<file path="src/rtl/p2s_pkg.sv">
// Shared types and helpers for the parallel-to-serial transmitter.
package p2s_pkg;

    typedef enum logic [1:0] {
        P2S_IDLE  = 2'd0,
        P2S_LOAD  = 2'd1,
        P2S_SHIFT = 2'd2,
        P2S_GAP   = 2'd3
    } p2s_state_e;

    // Smallest counter width that can hold max(DW, GAP) - 1.
    function automatic int unsigned p2s_min_aw(input int unsigned dw, input int unsigned gap);
        int unsigned span;
        span = (dw > gap) ? dw : gap;
        return (span > 1) ? $clog2(span) : 1;
    endfunction

endpackage

</file>
<file path="src/rtl/p2s_if.sv">
// Parallel-side valid/ready handshake of the serial transmitter.
interface p2s_if #(
    parameter int DW = 22
);
    logic [DW-1:0] par_din;
    logic          par_valid;
    logic          par_ready;

    modport master (output par_din, output par_valid, input par_ready);
    modport slave  (input par_din, input par_valid, output par_ready);
endinterface

</file>
<file path="src/rtl/p2s_hold_buf.sv">
// One-entry holding register; ready is the registered empty flag, no path from valid.
module p2s_hold_buf #(
    parameter int DW = 22
) (
    input  logic          clk,
    input  logic          rst_n,
    input  logic [DW-1:0] din,
    input  logic          valid,
    output logic          ready,
    input  logic          consume,
    output logic [DW-1:0] data,
    output logic          vld
);

    // Accept and consume can never coincide: consume needs vld, accept needs !vld.
    always_ff @(posedge clk or negedge rst_n) begin
        if (!rst_n) begin
            vld  <= 1'b0;
            data <= '0;
        end else if (valid && !vld) begin
            vld  <= 1'b1;
            data <= din;
        end else if (consume) begin
            vld <= 1'b0;
        end
    end

    assign ready = ~vld;

endmodule

</file>
<file path="src/rtl/p2s_tx.sv">
// Parallel-to-serial transmitter: start strobe, DW data bits, then GAP idle cycles.
module p2s_tx
    import p2s_pkg::*;
#(
    parameter int DW        = 22,
    parameter int AW        = 5,
    parameter int GAP       = 2,
    parameter int MSB_FIRST = 1
) (
    input  logic clk,
    input  logic rst_n,
    p2s_if.slave par,
    output logic ser_start,
    output logic ser_dout,
    output logic ser_busy,
    output logic tx_done
);

    localparam int unsigned DW_LAST  = DW - 1;
    localparam int unsigned GAP_LAST = (GAP > 0) ? GAP - 1 : 0;

    p2s_state_e    state;
    logic [AW-1:0] cnt;
    logic [DW-1:0] shr;
    logic [DW-1:0] shr_next;
    logic [DW-1:0] hold;
    logic          hold_vld;
    logic          last_bit;
    logic          gap_end;
    logic          load;
    logic          bit_first;
    logic          bit_next;

    p2s_hold_buf #(.DW(DW)) u_hold (
        .clk     (clk),
        .rst_n   (rst_n),
        .din     (par.par_din),
        .valid   (par.par_valid),
        .ready   (par.par_ready),
        .consume (load),
        .data    (hold),
        .vld     (hold_vld)
    );

    if (MSB_FIRST != 0) begin : g_msb
        assign shr_next  = {shr[DW-2:0], 1'b0};
        assign bit_first = shr[DW-1];
        assign bit_next  = shr[DW-2];
    end else begin : g_lsb
        assign shr_next  = {1'b0, shr[DW-1:1]};
        assign bit_first = shr[0];
        assign bit_next  = shr[1];
    end

    assign last_bit = (state == P2S_SHIFT) && (cnt == AW'(DW_LAST));
    assign gap_end  = (state == P2S_GAP) && (cnt == AW'(GAP_LAST));
    assign load     = hold_vld && ((state == P2S_IDLE) || gap_end || (last_bit && (GAP == 0)));

    // Outputs are registered one edge ahead, so ser_dout is loaded with the bit the next state shows.
    always_ff @(posedge clk or negedge rst_n) begin
        if (!rst_n) begin
            state     <= P2S_IDLE;
            cnt       <= '0;
            shr       <= '0;
            ser_start <= 1'b0;
            ser_dout  <= 1'b0;
            ser_busy  <= 1'b0;
            tx_done   <= 1'b0;
        end else begin
            ser_start <= load;
            ser_dout  <= 1'b0;
            tx_done   <= last_bit;
            if (load) begin
                state    <= P2S_LOAD;
                shr      <= hold;
                cnt      <= '0;
                ser_busy <= 1'b1;
            end else begin
                case (state)
                    P2S_IDLE: ser_busy <= 1'b0;
                    P2S_LOAD: begin
                        state    <= P2S_SHIFT;
                        ser_dout <= bit_first;
                    end
                    P2S_SHIFT: begin
                        shr <= shr_next;
                        if (last_bit) begin
                            cnt <= '0;
                            if (GAP > 0) begin
                                state <= P2S_GAP;
                            end else begin
                                state    <= P2S_IDLE;
                                ser_busy <= 1'b0;
                            end
                        end else begin
                            cnt      <= cnt + AW'(1);
                            ser_dout <= bit_next;
                        end
                    end
                    P2S_GAP: begin
                        if (gap_end) begin
                            state    <= P2S_IDLE;
                            ser_busy <= 1'b0;
                            cnt      <= '0;
                        end else begin
                            cnt <= cnt + AW'(1);
                        end
                    end
                    default: state <= P2S_IDLE;
                endcase
            end
        end
    end

endmodule

</file>
<file path="src/flat_wrapper.sv">
// flat-port wrapper written by rule: the top's interface ports become plain ports
module p2s_tx_flat import p2s_pkg::*;
#(
    parameter int DW        = 22,
    parameter int AW        = 5,
    parameter int GAP       = 2,
    parameter int MSB_FIRST = 1
)
  (clk, rst_n, ser_start, ser_dout, ser_busy, tx_done, par_par_din, par_par_valid, par_par_ready);
  p2s_if #(.DW(DW)) par_i ();
  input  logic clk;
  input  logic rst_n;
  output logic ser_start;
  output logic ser_dout;
  output logic ser_busy;
  output logic tx_done;
  input wire logic [$bits(par_i.par_din)-1:0] par_par_din;
  input wire logic [$bits(par_i.par_valid)-1:0] par_par_valid;
  output wire logic [$bits(par_i.par_ready)-1:0] par_par_ready;
  assign par_i.par_din = par_par_din;
  assign par_i.par_valid = par_par_valid;
  assign par_par_ready = par_i.par_ready;
  p2s_tx #(.DW(DW), .AW(AW), .GAP(GAP), .MSB_FIRST(MSB_FIRST)) u_core (.clk(clk), .rst_n(rst_n), .par(par_i), .ser_start(ser_start), .ser_dout(ser_dout), .ser_busy(ser_busy), .tx_done(tx_done));
endmodule
</file>
<file path="config.mk">
export PLATFORM = sky130hd
export DESIGN_NAME = p2s_tx_flat
export DESIGN_NICKNAME = d
export VERILOG_FILES = /design/src/rtl/p2s_pkg.sv /design/src/rtl/p2s_if.sv /design/src/rtl/p2s_hold_buf.sv /design/src/rtl/p2s_tx.sv /design/src/flat_wrapper.sv
export SDC_FILE = /design/constraint.sdc
export NUM_CORES = 1
export LEC_CHECK = 0
export ABC_AREA = 1
export CAP_MARGIN = 20
export CORE_ASPECT_RATIO = 1.1
export CORE_MARGIN = 5
export CORE_UTILIZATION = 40
export DETAILED_ROUTE_END_ITERATION = 12
export SLEW_MARGIN = 20
export SYNTH_ARGS = -nofsm -noshare
export SYNTH_HDL_FRONTEND = slang
export SYNTH_SLANG_ARGS = --single-unit
</file>
<file path="constraint.sdc">
create_clock -name clk -period 2.12 [get_ports clk]
set_clock_uncertainty 0.05 [all_clocks]
set_input_delay 0.212 -clock clk [delete_from_list [all_inputs] [get_ports clk]]
set_output_delay 0.212 -clock clk [all_outputs]
set_load 0.01 [all_outputs]
</file>
# Yosys cells after proc, flatten, opt, wreduce, memory -nomap -nowiden
# Index checks and enable logic that the tools add are counted.
# word_totals
in_bits	25
word_cells	50
register_bits	56
output_inout_bits	5
# op_classes
n_bitwise	1
n_mux	18
reduce_logical	14
n_eq_ne	7
n_addsub	1
# op_table
cell	n
22-bit two-way mux	2
5-bit two-way mux	3
5-bit case mux with 2 select lines	1
1-bit two-way mux	6
2-bit two-way mux	3
3-bit by 1-bit inequality test with 1-bit output, second input constant	2
2-bit case mux with 3 select lines	1
3-bit nonzero test	2
5-bit by 1-bit adder with 5-bit output, second input constant	1
5-bit by 1-bit == test with 1-bit output, second input constant	1
5-bit == test, second input constant	1
2-bit == test, second input constant	2
1-bit logical AND	4
1-bit case mux with 2 select lines	2
2-bit nonzero test	2
4-bit nonzero test	1
3-bit AND reduction	1
2-bit by 1-bit == test with 1-bit output, second input constant	1
2-bit logical NOT	1
2-bit AND reduction	1
1-bit logical NOT	1
1-bit logical OR	1
1-bit NOT	1

# Depth between registers and ports, before layout
# logic_depth
word_depth	6
depth_mapped	12
ltp_nobuf	11

# Hierarchy
# From an unflattened synthesis, not the netlist that was laid out.
# hier_totals
cells_unflattened	313
hier_area_um2	2844.0
# modules_own_cells
mod	area_each_um2	n_inst	seq_area_each_um2	cells_each
p2s_tx	1945.6	1	825.8	215
p2s_hold_buf	898.4	1	575.6	98

# Worst setup path after synthesis
# Ideal clock, no wire load.
# synth_timing
kind	reg2reg
startpoint	reg u_core.state[0]
endpoint	reg u_core.shr[1]
synth_period_minus_slack_ns	1.564
n_path_buf	1
t_arrival_ns	1.446
path_stages_with_launch	12
path_slack_ns	0.556
setup_time_ns	0.068
required_ns	2.002
path_cell_list	dfrtp_1 > ha_1 > nand2_1 > nor2_1 > nand2_1 > nand2_2 > nand2_4 > inv_2 > nor2_1 > buf_4 > nand2_1 > nand3_1
# synth_via
elab_chain_cells	5
elab_cells_between_ends	8
classes_between	eq/ne (2); mux (1); reduce/logical (5)
# synth_lines
item	line	text
from (decl)	p2s_tx.sv:22	p2s_state_e state;
from (signal assigned)	p2s_tx.sv:62	state <= P2S_IDLE;
from (signal assigned)	p2s_tx.sv:74	state <= P2S_LOAD;
from (signal assigned)	p2s_tx.sv:82	state <= P2S_SHIFT;
2-bit == test	p2s_tx.sv:56	assign gap_end = (state == P2S_GAP) && (cnt == AW'(GAP_LAST));
1-bit logical AND	p2s_tx.sv:56	
1-bit logical OR	p2s_tx.sv:57	assign load = hold_vld && ((state == P2S_IDLE) || gap_end || (last_bit && (GAP == 0)));
1-bit logical AND	p2s_tx.sv:57	
22-bit two-way mux or 2-bit nonzero test (tied branches)	n/a	
to (signal assigned)	p2s_tx.sv:75	shr <= hold;
to (signal assigned)	p2s_tx.sv:86	shr <= shr_next;
to (decl)	p2s_tx.sv:24	logic [DW-1:0] shr;
# Several ways; a longest one is shown, not always the timed one.
# A chain may end at the register's enable or synchronous reset.

# Final worst setup path
# layout_timing
startpoint	reg u_core.state[0]
endpoint	reg u_core.shr[19]
# Same word-level chain as after synthesis.

==> flow_summary.toml <==
[outcome]
status = "completed"

[timing]
max_slew_margin_pct = 63.8
max_freq_mhz = 542
period_share_pct = 87.1
whs_ns = 0.203
setup_ws_ns = 0.274
period_minus_slack_ns = 1.85
drv_slew = 0
hold_viol = 0
worst_pin_slew_ns = 0.542
fin_setup_tns_ns = 0
rsz0062_at_grt = "false"
setup_violations = 0

[placed_design]
pre_cts_ws_ns = 0.196
gp_congestion = 0.775
dpl_cell_area_um2 = 2840
dp_hpwl_um = 3260
port_buffers = 29

[logic_synthesis]
yosys.area.top_type = "dfrtp_1"
yosys-top-cells-area = "dfrtp_1 (57%), nand2_1 (13%), mux2_2 (9.6%)"
yosys_warnings = 0
netlist_area_um2 = 2460
ys_seq_area_share_pct = 56.9
ys_types = 21
netlist_instances = 252
yosys.area.top_type_share_pct = 56.9
avgSynthCellArea_um2 = 9.77
synth-seq-cells = 56
syn_nets = 283

[drt]
firstDrtPassIters = 4
wire_per_inst_um = 12.5
vias_per_cell = 4.86
drc = 0
wl_um = 4570
antenna_left = 0
vias = 1779
initialDrtViolationCount = 82

[floorplan]
die_h_um = 92.3
io_pins = 30
num_rows = 30
start_util_pct = 40.5
die_x_um = 84.8
core_area_um2 = 6080
die_area_um2 = 7830

[global_route]
grt_overflow_total = 0
grt_start_max_net_pins = 32
antenna_found_initial = 0
grt_pass1_wl_um = 8380
track_usage_pct = 13.2
grt_pass1_vias = 1860

[clocking]
cts_tree = "built"
clock_sinks = 56
clockRootBuffer = "clkbuf_8"
clock_latency_ns = 0.30
clk_pin_slew_ns = 0.09
htreeDepth = 2
cts_buffers = 5
clockBufferDepth = 2
post_cts_buffers = 0

[layout]
final_common_cell = "nand2_1"
most-common-layout-cells = "nand2_1 (83), dfrtp_1 (56), nand3_1 (28), clkdlybuf4s50_1 (28), mux2_2 (21)"
design_area_um2 = 2930
seq_area_um2 = 1400
multiInputGateArea_um2 = 943
nets = 317
n_fill_cell = 600
drive_above_1_share_pct = 13.6
diodes = 0
syn2layout_area_growth_pct = 19.0

[power_and_ir_drop]
p_switching_mw = 1.59
ir_drop_uv = 592
p_leak_nw = 1.38
power_frac_seq_pct = 45.3
power_frac_comb_pct = 41.6
p_int_mw = 2.55
power.share.switching_pct = 38.4
pwr_density_cell_nw_per_um2 = 1410
pwr-share-clk_pct = 13.2

[job]
drv_cap = 0

[setup_path]
r2r-start = "u_core.state[0]"
cp-startpoint = "u_core.state[0]"
critical_path_class = "reg -> reg"
path_max_fanout = 20
cp-end-kind = "register"
critPathMaxStageDelay_ns = 0.42
crit_slowest_cell = "dfrtp_1"
crit_path_frequent_cell = "nand2_1"
cp_data_arrival_time_ns = 2.03
crit_chain = "ha_1, nand2_1, nor2_1, nand2_1, nand2_2, nand2_4, inv_4, nor2_1, buf_6, nand2_1, nand3_1"
crit_path_start_kind = "register"
worstPathRequired_ns = 2.31

[min_path]
hp-class = "in -> async"
## path summary, 6_finish.rpt
kind,slack [ns],cells past startpoint,endpoint
max reg2reg,0.27,11,u_core.shr[19]
max in group asynchronous,1.20,3,u_core.shr[9]
min,0.20,2,u_core.tx_done
min in group clk,0.43,3,u_core.u_hold.data[0]
min reg2reg,0.44,2,u_core.shr[18]
max,0.27,11,u_core.shr[19]
## layout make-up
cell class	instances	area share (%)
flip-flops and latches	56	47.8
multi-input cells	170	32.2
repair buffers	35	11.5
well taps	80	3.42
clock buffers	6	2.48
inverters	18	2.39
clock inverters	1	0.171
## kinds of logic after synthesis
family	after synthesis	synth area share (%)
buf+inv	26	4.78
flops	56	56.9
compound gates	15	3.51
mux	21	9.60
xor+xnor	2	0.712
simple gates	126	21.4
fa+ha+maj	6	3.05
## power by group through the flow
stage	registers [mW]	clock network, mW	logic, mW
2_1_floorplan	1.83	0	1.33
3_3_place_gp	1.89	0	1.69
3_5_place_dp	1.90	0	1.74
4_1_cts	1.88	0.576	1.74
5_1_grt	1.95	0.619	2.00
6_report	1.87	0.545	1.72
## critical path: cells and delay by family (launching register included)
kind                       cells  cell delay, ns
and+or+nand+nor                8            0.75
DFF                            1            0.42
buffers and inverters          2            0.29
adders and majority gates      1            0.28
## metrics by stage
step | instances | power, mW | util, %
2_1_floorplan | 252 | 3.16 | -
3_3_place_gp | 358 | 3.59 | 46.6
3_5_place_dp | 358 | 3.64 | 46.6
4_1_cts | 366 | 4.20 | 48.1
5_1_grt | 366 | 4.56 | 48.2
6_report | 366 | 4.14 | 48.2
## routing by layer
metal  part of all wire, %  vias up  track usage, %  routed length, um
li1                      -      883               -                  -
met1                    43      855            16.3               1970
met2                    51       36            23.2               2340
met3                   4.2        5            2.67                193
met4                   1.6        0            4.35                 72
met5                     0        -               0                  0
## cell usage after synthesis (all sizes together)
master / n
a211oi: 1
a21oi: 3
buf: 8
dfrtp: 56
ha: 6
inv: 18
mux2: 21
nand2: 86
nand3: 28
nand4: 2
nor2: 8
nor3: 2
o211ai: 1
o21ai: 9
o22ai: 1
xnor2: 1
xor2: 1
## what timing repair did
item	in CTS	in global routing
endpoints found under the hold margin	25	0
gates resized for setup	0	3
setup endpoints to repair	0	5
hold buffers	1	0
## registers in the layout, indices dropped and copies added, names as in the netlist
| name | cells |
|---|---|
| u_core.cnt | 5 |
| u_core.tx_done | 1 |
| u_core.ser_dout | 1 |
| u_core.u_hold.vld | 1 |
| u_core.u_hold.data | 22 |
| u_core.ser_busy | 1 |
| u_core.shr | 22 |
| u_core.ser_start | 1 |
| u_core.state | 2 |
(Power assumes the default switching activity.)
